## config.mk

```make
export PLATFORM = sky130hd
export DESIGN_NAME = fm_save_streamer
export DESIGN_NICKNAME = d
export VERILOG_FILES = /design/src/rtl/diff_demo_pkg.sv /design/src/rtl/fm_word_serializer.sv /design/src/rtl/fm_save_streamer.sv
export SDC_FILE = /design/constraint.sdc
export NUM_CORES = 1
export LEC_CHECK = 0
export ABC_AREA = 1
export BUFFER_PORTS_ARGS = -buffer_cell sky130_fd_sc_hd__buf_2
export CAP_MARGIN = 10
export CORE_ASPECT_RATIO = 0.8
export CORE_MARGIN = 10
export CORE_UTILIZATION = 57
export DETAILED_ROUTE_END_ITERATION = 12
export PLACE_DENSITY = 0.86
export REMOVE_ABC_BUFFERS = 1
export SYNTH_ARGS = -nofsm -noshare
export SYNTH_HDL_FRONTEND = slang
export SYNTH_SLANG_ARGS = --single-unit
```

## constraint.sdc

```tcl
create_clock -name clk -period 6.6 [get_ports clk]
set_clock_uncertainty 0.1 [all_clocks]
set_input_delay 1.32 -clock clk [delete_from_list [all_inputs] [get_ports clk]]
set_output_delay 1.32 -clock clk [all_outputs]
set_load 0.01 [all_outputs]
```

## src/rtl/diff_demo_pkg.sv

```systemverilog
// Shared configuration and types for the diff core unload path.
package diff_demo_pkg;

  localparam int unsigned CONF_PE_COL       = 4;
  localparam int unsigned CONF_FM_BUF_DEPTH = 1024;
  localparam int unsigned FM_WORD_BYTES     = 9;
  localparam int unsigned FM_WORD_W         = FM_WORD_BYTES * 8;

  typedef enum logic [1:0] {
    IDLE,
    FETCH,
    STREAM,
    DONE
  } fm_stream_state_e;

  // One fm buffer word viewed as bytes; index 0 is the LSB byte.
  typedef logic [FM_WORD_BYTES-1:0][7:0] fm_word_t;

endpackage

```

## src/rtl/fm_word_serializer.sv

```systemverilog
// Holds the word being unloaded and walks its bytes LSB first onto an
// 8-bit AXI-Stream. A new word can be loaded on the final byte handshake
// so consecutive words leave without a bubble.
module fm_word_serializer
  import diff_demo_pkg::*;
(
  input  logic       clk,
  input  logic       rst_n,
  input  logic       load_i,
  input  fm_word_t   word_i,
  input  logic       last_i,
  input  logic       tready_i,
  output logic       tvalid_o,
  output logic [7:0] tdata_o,
  output logic       tkeep_o,
  output logic       tlast_o,
  output logic       word_done_c_o,
  output logic       last_hs_c_o
);

  localparam int unsigned IDX_W = $clog2(FM_WORD_BYTES);
  localparam logic [IDX_W-1:0] LAST_IDX = IDX_W'(FM_WORD_BYTES - 1);

  fm_word_t         word_q, word_d;
  logic [IDX_W-1:0] idx_q, idx_d;
  logic             last_word_q, last_word_d;
  logic             tvalid_q, tvalid_d;
  logic [7:0]       tdata_q, tdata_d;
  logic             tlast_q, tlast_d;
  logic             hs_c;

  assign hs_c          = tvalid_q && tready_i;
  assign word_done_c_o = hs_c && (idx_q == LAST_IDX);
  assign last_hs_c_o   = hs_c && tlast_q;

  // Byte walk: load restarts at byte 0, each handshake advances one byte
  always_comb begin
    word_d      = word_q;
    idx_d       = idx_q;
    last_word_d = last_word_q;
    tvalid_d    = tvalid_q;
    tdata_d     = tdata_q;
    tlast_d     = tlast_q;
    if (load_i) begin
      word_d      = word_i;
      idx_d       = '0;
      last_word_d = last_i;
      tvalid_d    = 1'b1;
      tdata_d     = word_i[0];
      tlast_d     = 1'b0;
    end else if (hs_c) begin
      if (idx_q == LAST_IDX) begin
        tvalid_d = 1'b0;
        tdata_d  = '0;
        tlast_d  = 1'b0;
      end else begin
        idx_d   = idx_q + IDX_W'(1);
        tdata_d = word_q[idx_d];
        tlast_d = last_word_q && (idx_d == LAST_IDX);
      end
    end
  end

  // Serializer state and registered stream outputs
  always_ff @(posedge clk) begin
    if (!rst_n) begin
      word_q      <= '0;
      idx_q       <= '0;
      last_word_q <= 1'b0;
      tvalid_q    <= 1'b0;
      tdata_q     <= '0;
      tlast_q     <= 1'b0;
    end else begin
      word_q      <= word_d;
      idx_q       <= idx_d;
      last_word_q <= last_word_d;
      tvalid_q    <= tvalid_d;
      tdata_q     <= tdata_d;
      tlast_q     <= tlast_d;
    end
  end

  assign tvalid_o = tvalid_q;
  assign tdata_o  = tdata_q;
  assign tkeep_o  = tvalid_q;
  assign tlast_o  = tlast_q;

endmodule

```

## src/rtl/fm_save_streamer.sv

```systemverilog
// Unloads the per-column fm buffers through the save port and streams them
// as bytes to the s2mm datamover: column 0 words 0..word_cnt-1, then the
// next column, each word LSB byte first. One word is prefetched ahead so the
// stream runs at one byte per cycle without gaps.
// Optional build macro FM_STREAM_STALL_CNT_EN adds the stall_cnt output.
module fm_save_streamer
  import diff_demo_pkg::*;
#(
  parameter int unsigned PE_COL    = CONF_PE_COL,
  parameter int unsigned FM_ADDR_W = $clog2(CONF_FM_BUF_DEPTH)
) (
  input  logic                                clk,
  input  logic                                rst_n,
  input  logic                                start,
  input  logic [FM_ADDR_W:0]                  word_cnt,
  output logic                                busy,
  output logic                                done,
  output logic [PE_COL-1:0][FM_ADDR_W-1:0]    save_fm_rd_addr,
  input  logic [PE_COL-1:0][FM_WORD_W-1:0]    save_fm_dout,
  output logic                                m_axis_s2mm_tvalid,
  input  logic                                m_axis_s2mm_tready,
  output logic [7:0]                          m_axis_s2mm_tdata,
  output logic                                m_axis_s2mm_tkeep,
  output logic                                m_axis_s2mm_tlast
`ifdef FM_STREAM_STALL_CNT_EN
  ,
  output logic [31:0]                         stall_cnt
`endif
);

  localparam int unsigned COL_W = (PE_COL > 1) ? $clog2(PE_COL) : 1;
  localparam int unsigned CNT_W = FM_ADDR_W + 1;

  fm_stream_state_e state_q, state_d;
  logic [CNT_W-1:0] words_q, words_d;
  logic             busy_q, busy_d;
  logic             done_q, done_d;

  // Read issue position: last address handed to the buffers
  logic [COL_W-1:0] iss_col_q;
  logic [CNT_W-1:0] iss_word_q;
  logic             iss_final_q;
  logic [COL_W-1:0] adv_col_c;
  logic [CNT_W-1:0] adv_word_c;

  logic             issue_c;
  logic [COL_W-1:0] issue_col_c;
  logic [CNT_W-1:0] issue_word_c;
  logic             issue_final_c;

  // Read pipeline: stage 1 address on the port, stage 2 data on dout
  logic             rd_s1_q, rd_s2_q;
  logic [COL_W-1:0] rd_col_s1_q, rd_col_s2_q;
  logic             rd_last_s1_q, rd_last_s2_q;
  fm_word_t         rd_data_c;

  fm_word_t         nxt_word_q;
  logic             nxt_last_q;
  logic [PE_COL-1:0][FM_ADDR_W-1:0] rd_addr_q;

  logic             load_c;
  fm_word_t         load_word_c;
  logic             load_last_c;
  logic             word_done_c;
  logic             last_hs_c;

  assign rd_data_c = fm_word_t'(save_fm_dout[rd_col_s2_q]);

  // Position following the last issued read (next word or next column)
  always_comb begin
    if ((iss_word_q + CNT_W'(1)) < words_q) begin
      adv_col_c  = iss_col_q;
      adv_word_c = iss_word_q + CNT_W'(1);
    end else begin
      adv_col_c  = iss_col_q + COL_W'(1);
      adv_word_c = '0;
    end
  end

  // Next-state, read issue and serializer load control
  always_comb begin
    state_d      = state_q;
    words_d      = words_q;
    done_d       = 1'b0;
    issue_c      = 1'b0;
    issue_col_c  = adv_col_c;
    issue_word_c = adv_word_c;
    load_c       = 1'b0;
    load_word_c  = nxt_word_q;
    load_last_c  = nxt_last_q;
    unique case (state_q)
      IDLE: begin
        if (start) begin
          if (word_cnt != '0) begin
            state_d      = FETCH;
            words_d      = word_cnt;
            issue_c      = 1'b1;
            issue_col_c  = '0;
            issue_word_c = '0;
          end else begin
            done_d = 1'b1;
          end
        end
      end
      FETCH: begin
        if (rd_s2_q) begin
          load_c      = 1'b1;
          load_word_c = rd_data_c;
          load_last_c = rd_last_s2_q;
          issue_c     = !iss_final_q;
          state_d     = STREAM;
        end
      end
      STREAM: begin
        if (last_hs_c) begin
          state_d = DONE;
          done_d  = 1'b1;
        end else if (word_done_c) begin
          load_c  = 1'b1;
          issue_c = !iss_final_q;
        end
      end
      DONE: begin
        state_d = IDLE;
      end
      default: begin
        state_d = IDLE;
      end
    endcase
    busy_d = (state_d == FETCH) || (state_d == STREAM);
  end

  assign issue_final_c = (issue_col_c == COL_W'(PE_COL - 1)) &&
                         ((issue_word_c + CNT_W'(1)) == words_d);

  // FSM, address counters, read pipeline and prefetch buffer
  always_ff @(posedge clk) begin
    if (!rst_n) begin
      state_q      <= IDLE;
      words_q      <= '0;
      busy_q       <= 1'b0;
      done_q       <= 1'b0;
      iss_col_q    <= '0;
      iss_word_q   <= '0;
      iss_final_q  <= 1'b0;
      rd_s1_q      <= 1'b0;
      rd_s2_q      <= 1'b0;
      rd_col_s1_q  <= '0;
      rd_col_s2_q  <= '0;
      rd_last_s1_q <= 1'b0;
      rd_last_s2_q <= 1'b0;
      nxt_word_q   <= '0;
      nxt_last_q   <= 1'b0;
      rd_addr_q    <= '0;
    end else begin
      state_q      <= state_d;
      words_q      <= words_d;
      busy_q       <= busy_d;
      done_q       <= done_d;
      rd_s1_q      <= issue_c;
      rd_col_s1_q  <= issue_col_c;
      rd_last_s1_q <= issue_final_c;
      rd_s2_q      <= rd_s1_q;
      rd_col_s2_q  <= rd_col_s1_q;
      rd_last_s2_q <= rd_last_s1_q;
      if (issue_c) begin
        iss_col_q              <= issue_col_c;
        iss_word_q             <= issue_word_c;
        iss_final_q            <= issue_final_c;
        rd_addr_q[issue_col_c] <= FM_ADDR_W'(issue_word_c);
      end
      if (rd_s2_q && (state_q == STREAM)) begin
        nxt_word_q <= rd_data_c;
        nxt_last_q <= rd_last_s2_q;
      end
    end
  end

  fm_word_serializer u_ser (
    .clk           (clk),
    .rst_n         (rst_n),
    .load_i        (load_c),
    .word_i        (load_word_c),
    .last_i        (load_last_c),
    .tready_i      (m_axis_s2mm_tready),
    .tvalid_o      (m_axis_s2mm_tvalid),
    .tdata_o       (m_axis_s2mm_tdata),
    .tkeep_o       (m_axis_s2mm_tkeep),
    .tlast_o       (m_axis_s2mm_tlast),
    .word_done_c_o (word_done_c),
    .last_hs_c_o   (last_hs_c)
  );

  assign busy            = busy_q;
  assign done            = done_q;
  assign save_fm_rd_addr = rd_addr_q;

`ifdef FM_STREAM_STALL_CNT_EN
  logic [31:0] stall_cnt_q;

  // Stalled beats of the current transfer, saturating, held after done
  always_ff @(posedge clk) begin
    if (!rst_n) begin
      stall_cnt_q <= '0;
    end else if ((state_q == IDLE) && start) begin
      stall_cnt_q <= '0;
    end else if (m_axis_s2mm_tvalid && !m_axis_s2mm_tready && (stall_cnt_q != '1)) begin
      stall_cnt_q <= stall_cnt_q + 32'd1;
    end
  end

  assign stall_cnt = stall_cnt_q;
`endif

endmodule

```

## Word level (Yosys, flattened, before mapping)

Index checks and enable logic that the tools add are counted.

- Flip-flop bits (word level): 237
- Input port bits: 303
- Output and inout bits: 53
- Logic and storage cells: 125

- Add/subtract/negate cells: 4
- Magnitude comparators: 5
- Eq/ne operators: 9
- Muxes and demuxes: 48
- Bitwise operators: 2
- Reductions and logical operators: 16

Operators with widths:

| kind | number |
|---|---|
| 72-bit 2-to-1 mux | 3 |
| 72-bit binary-select mux with 2-bit select | 1 |
| 11-bit 2-to-1 mux | 7 |
| 40-bit bitwise mux | 1 |
| 8-bit binary-select mux with 4-bit select | 1 |
| 8-bit 2-to-1 mux | 4 |
| 11-bit by 1-bit adder with 11-bit output (second input constant) | 2 |
| 10-bit demux with 2-bit select | 1 |
| 1-bit 2-to-1 mux | 17 |
| 2-bit 2-to-1 mux | 8 |
| 11-bit == test | 1 |
| 11-bit < comparator | 1 |
| 11-bit nonzero test | 1 |
| 10-bit 2-to-1 mux | 1 |
| 2-bit == test (second input constant) | 4 |
| 4-bit == test (second input constant) | 2 |
| 2-bit one-hot mux with 4 select lines | 1 |
| 1-bit logical AND | 7 |
| 2-bit by 3-bit < comparator with 1-bit output (second input constant) | 2 |
| 4-bit by 5-bit < comparator with 1-bit output (second input constant) | 1 |
| 4-bit by 1-bit adder with 4-bit output (second input constant) | 1 |
| 2-bit by 1-bit == test with 1-bit output (second input constant) | 2 |
| 1-bit one-hot mux with 2 select lines | 2 |
| 2-bit AND reduction | 2 |
| 9 further kinds | 11 |

## Longest topological paths before layout

- Depth in word-level cells: 11
- Mapped depth: 29
- Mapped depth without buffers: 28

## Hierarchy

From an unflattened synthesis, not the netlist that was laid out.

- Cell total of the unflattened synthesis: 1946
- Area total of the unflattened synthesis: 13015.0 um^2

By module, submodules not included:

| module | times used | cells each | area each (um^2) | seq. area each (um^2) |
|---|---|---|---|---|
| fm_save_streamer | 1 | 1378 | 9049.9 | 3002.9 |
| fm_word_serializer | 1 | 568 | 3965.1 | 1741.7 |

## Worst setup path before layout

Ideal clock, no wire load.

- Path type: flip-flop to flip-flop
- Start point: register iss_word_q[0]
- End point: register iss_final_q
- Setup time: 0.070 ns
- Data arrival time: 3.456 ns
- Data required time: 6.430 ns
- Slack: 2.974 ns
- Stages on the path, launching flop included: 26
- Buffers on the path: 1
- Period minus slack after synthesis: 3.626 ns
- Cell sequence: dfxtp_1 -> ha_1 -> nand2_1 -> nor2_2 -> nand4_1 -> xor2_1 -> ha_1 -> nand2_1 -> a21oi_1 -> nor2_2 -> nand3_4 -> nor2_4 -> buf_6 -> nand2_1 -> inv_1 -> ha_1 -> inv_1 -> nor2_1 -> nand2_1 -> nor2_4 -> nand3_2 -> nand3_1 -> nand2_1 -> nor2_1 -> nand3_1 -> a21oi_1

- Cells in the longest elaborated chain, start to end: 9
- Elaborated cells on any way between the ends: 14
- Classes of those cells: add/sub (2); order compare (1); eq/ne (2); mux (8); reduce/logical (1)

Ends and longest elaborated chain:

| what | line | text |
|---|---|---|
| start: declaration | fm_save_streamer.sv:41 | `logic [CNT_W-1:0] iss_word_q;` |
| start signal: assignment | fm_save_streamer.sv:168 | `iss_word_q <= issue_word_c;` |
| 11-bit by 1-bit adder with 11-bit output * | fm_save_streamer.sv:71, fm_save_streamer.sv:73 |  |
| 11-bit < comparator | fm_save_streamer.sv:71 | `if ((iss_word_q + CNT_W'(1)) < words_q) begin` |
| 11-bit 2-to-1 mux * | fm_save_streamer.sv:71 |  |
| 11-bit 2-to-1 mux | fm_save_streamer.sv:94 | `if (word_cnt != '0) begin` |
| 11-bit 2-to-1 mux | fm_save_streamer.sv:93 | `if (start) begin` |
| 11-bit 2-to-1 mux * | fm_save_streamer.sv:91 | `unique case (state_q)` |
| named net issue_word_c[1] | fm_save_streamer.sv:48 | `logic [CNT_W-1:0] issue_word_c;` |
| 11-bit by 1-bit adder with 11-bit output * | fm_save_streamer.sv:134 | `((issue_word_c + CNT_W'(1)) == words_d);` |
| 11-bit == test * | fm_save_streamer.sv:134 |  |
| 1-bit logical AND * | fm_save_streamer.sv:133 | `assign issue_final_c = (issue_col_c == COL_W'(PE_COL - 1)) &&` |
| end signal: assignment | fm_save_streamer.sv:169 | `iss_final_q <= issue_final_c;` |
| end: declaration | fm_save_streamer.sv:42 | `logic iss_final_q;` |

Mark *: on every way through the listed nets, which the timed path passes. The rest lies on a longest branch.
A chain may end at the register's enable or synchronous reset.

## Final worst setup path

Ends and elaborated chain as after synthesis.

==> impl_metrics.csv <==
group,metric,value,unit
clock_tree,clk_pin_slew,0.07,ns
synth,post-synth-top-area-fraction,37.42,%
synth,ys_seq_elements,237,
floorplan,dieWidth,186.8,µm
floorplan,initial_utilization,58.32,%
clock_tree,cts_setup_buffers,0,
setup_path,cp-end-kind,"flip-flop",
synth,synth_area_leaders,"dfxtp_1 (37%), nand2_1 (12%), o21ai_0 (9.0%)",
synth,synth_flop_cell,"dfxtp_1",
cells_and_area,drive_gt1_share,21.44,%
global_routing,grt_pass1_wl,64730,µm
synth,seq_area_frac_synth,37.42,%
timing,max_slew.worst_pin.slew,1.226,ns
synth,yosys_warnings,0,
clock_tree,cts_buffers,24,
route,via_per_inst,5.826,
route,drtAntennaViolNets,0,
timing,setup_viol,0,
timing,maxSlewHeadroom,18.26,%
synth,netlist_instances,1834,
clock_tree,ctsHoldBuffers,0,
power,power_density,232.6,mW/mm²
placement,dpl.hpwl,29340,µm
timing,slew_viol_final,0,
setup_path,worst-path-max-fanout,11,
global_routing,grt_use_total,26.18,%
synth,synth-async-reset-ratio,0,%
route,routed_wl,40860,µm
route,drc,0,
timing,period_share,68.82,%
clock_tree,clkLatencyLatePin,0.52,ns
timing,setup_tns,0,ns
global_routing,grt_pass1_vias,13070,
placement,gp_congestion,0.9756,
power,ir_drop,155.1,µV
synth,synth_largest_area_cell,"dfxtp_1",
setup_path,start_kind,"flip-flop",
route,drt_iter0_markers,1470,
floorplan,num_rows,48,
cells_and_area,fin_nets,2405,
min_path,hold_path.class,"flip-flop to flip-flop",
job,drv_cap,0,
placement,dp.cells,2354,
synth,synth.distinct_cells,42,
cells_and_area,diodes,0,
global_routing,antenna_found_initial,0,
cells_and_area,fin_cells,2399,
setup_path,critPathKind,"flip-flop to flip-flop",
synth,syn_area_per_cell,6.914,µm²
clock_tree,cts_tree,"done",
timing,hold_viol,0,
floorplan,die_h,153.4,µm
clock_tree,cts.sinks,237,
timing,rsz0062_at_grt,"no",
global_routing,grt_max_degree,147,
setup_path,arrival,4.90,ns
global_routing,grt-ovfl-total,0,
floorplan,dieArea,0.02865,mm²
power,power_leakage,6.836,nW
synth,synth_area,0.01268,mm²
route,post_drt_wl_per_cell,17.03,µm
placement,port_buffers,355,
timing,period_needed,4.542,ns
cells_and_area,area_growth,19.96,%
clock_tree,root_buffer,"clkbuf_16",
setup_path,crit_required,6.95,ns
route,firstDrtPassIters,6,
clock_tree,ctsResizeCount,0,
floorplan,io_pins,356,
outcome,status,"completed",
timing,fmax,0.2202,GHz
synth,synth_edf_count,0,
route,vias,13980,
clock_tree,htree_levels,1,
floorplan,core,0.02174,mm²
clock_tree,clock_path_buffers,3,
==> cell families after synthesis <==
family | Yosys count | share of synthesized area, %
buffers and inverters | 238 | 7.292
AOI/OAI and AO/OA | 640 | 30.40
adders and majority gates | 21 | 2.072
xor gates and xnor gates | 8 | 0.6118
DFF | 237 | 37.42
and+or+nand+nor | 690 | 22.20
==> layout make-up <==
cell class | instances | area [µm²]
Multi-Input combinational cell | 1359 | 7020
Fill cell | 1817 | 6530
Sequential cell | 237 | 4750
Timing Repair Buffer | 364 | 1879
Clock buffer | 36 | 726.9
Tap cell | 300 | 375.4
Inverter | 95 | 364.1
Clock inverter | 8 | 95.09
==> final timing paths <==
check	start	cells past startpoint	slack, ns	to
setup / recovery	iss_word_q[0]$_SDFFE_PN0P_	24	2.06	iss_final_q$_SDFFE_PN0P_
hold / removal	rd_s1_q$_SDFF_PN0_	2	0.30	rd_s2_q$_SDFF_PN0_
setup reg to reg	iss_word_q[0]$_SDFFE_PN0P_	24	2.06	iss_final_q$_SDFFE_PN0P_
hold reg to reg	rd_s1_q$_SDFF_PN0_	2	0.30	rd_s2_q$_SDFF_PN0_
==> synth_stat cells (4+ instances only) <==
cell type and n:
a211oi_1 73, a21oi_1 222, a31oi_1 8, a32o_1 72, buf_1 16, buf_2 7, buf_4 4, clkbuf_1 115
dfxtp_1 237, ha_1 21, inv_1 85, inv_2 8, nand2_1 391, nand2_2 9, nand3_1 35, nand4_1 13
nor2_1 217, nor2_2 7, nor2_4 6, o211ai_1 9, o21ai_0 229, o221ai_1 8, o22ai_1 9, xnor2_1 4
==> per-layer routing <==
metal	global-route usage, %	share of wire [%]	routed length (µm)
met1	34.21	42	17280
met4	6.823	2.2	880
met2	42.36	46	18830
met5	0	0	0
met3	6.321	9.5	3868
==> stage by stage <==
step,setup WS (ns),cell area [µm²],util [%],total power [W],hold WS (ns)
2_1_floorplan,0.05235,12110,-,0.001908,0.2900
3_3_place_gp,2.450,14360,66.06,0.002130,0.2945
3_5_place_dp,2.180,14360,66.06,0.002146,0.3048
4_1_cts,2.155,15180,69.84,0.003537,0.3126
5_1_grt,1.694,15210,69.96,0.003673,0.3242
6_report,2.058,15210,69.96,0.003539,0.3038
==> cell usage in the layout (no fill, tap or decap), drive strengths merged <==
cell      count
nand4        13
xnor2         4
ha           21
inv          93
o31ai         1
clkinvlp      2
a21o          3
clkinv        6
a211oi       73
bufinv        2
o211ai        9
nor3          4
buf         364
nand2       403
clkbuf       36
nand3        38
o22ai         9
a31oi         8
nor2        230
o221ai        8
dfxtp       237
o21ai       231
o21a          1
and2          1
a22oi         1
a32o         72
a21oi       224
xor2          4
nand2b        1
==> report_power, final <==
part / switching (W) / internal, W / total (W)
clock: 0.000571 / 0.000840 / 0.00141
sequential: 0.0000300 / 0.00147 / 0.00150
combinational: 0.000387 / 0.000239 / 0.000626
==> state kept, by name, summed over array words and instances (netlist names), 2 cells and up <==
signal,flops
rd_col_s2_q,2
nxt_word_q,72
u_ser.idx_q,4
save_fm_rd_addr,40
iss_word_q,11
u_ser.word_q,72
rd_col_s1_q,2
iss_col_q,2
words_q,11
state_q,2
u_ser.tdata_o,8
==> worst max-delay path, cell delays in order, from the launching register on <==
cell	delay, ns
dfxtp_1	0.50
ha_1	0.23
nand2_1	0.07
nor2_2	0.15
nand4_1	0.13
xor2_1	0.47
ha_1	0.35
nand2_1	0.07
a21oi_1	0.07
nor2_2	0.18
nand3_4	0.18
nor2_4	0.32
nand2_1	0.24
inv_1	0.15
ha_1	0.20
nand2_1	0.06
nor2_1	0.20
nand3_1	0.14
nand2_1	0.12
nand2_1	0.06
nand2_1	0.05
nand2_1	0.05
nor2_1	0.09
nand3_1	0.13
a21oi_1	0.14
No activity file was read; power rests on OpenSTA's default activity.
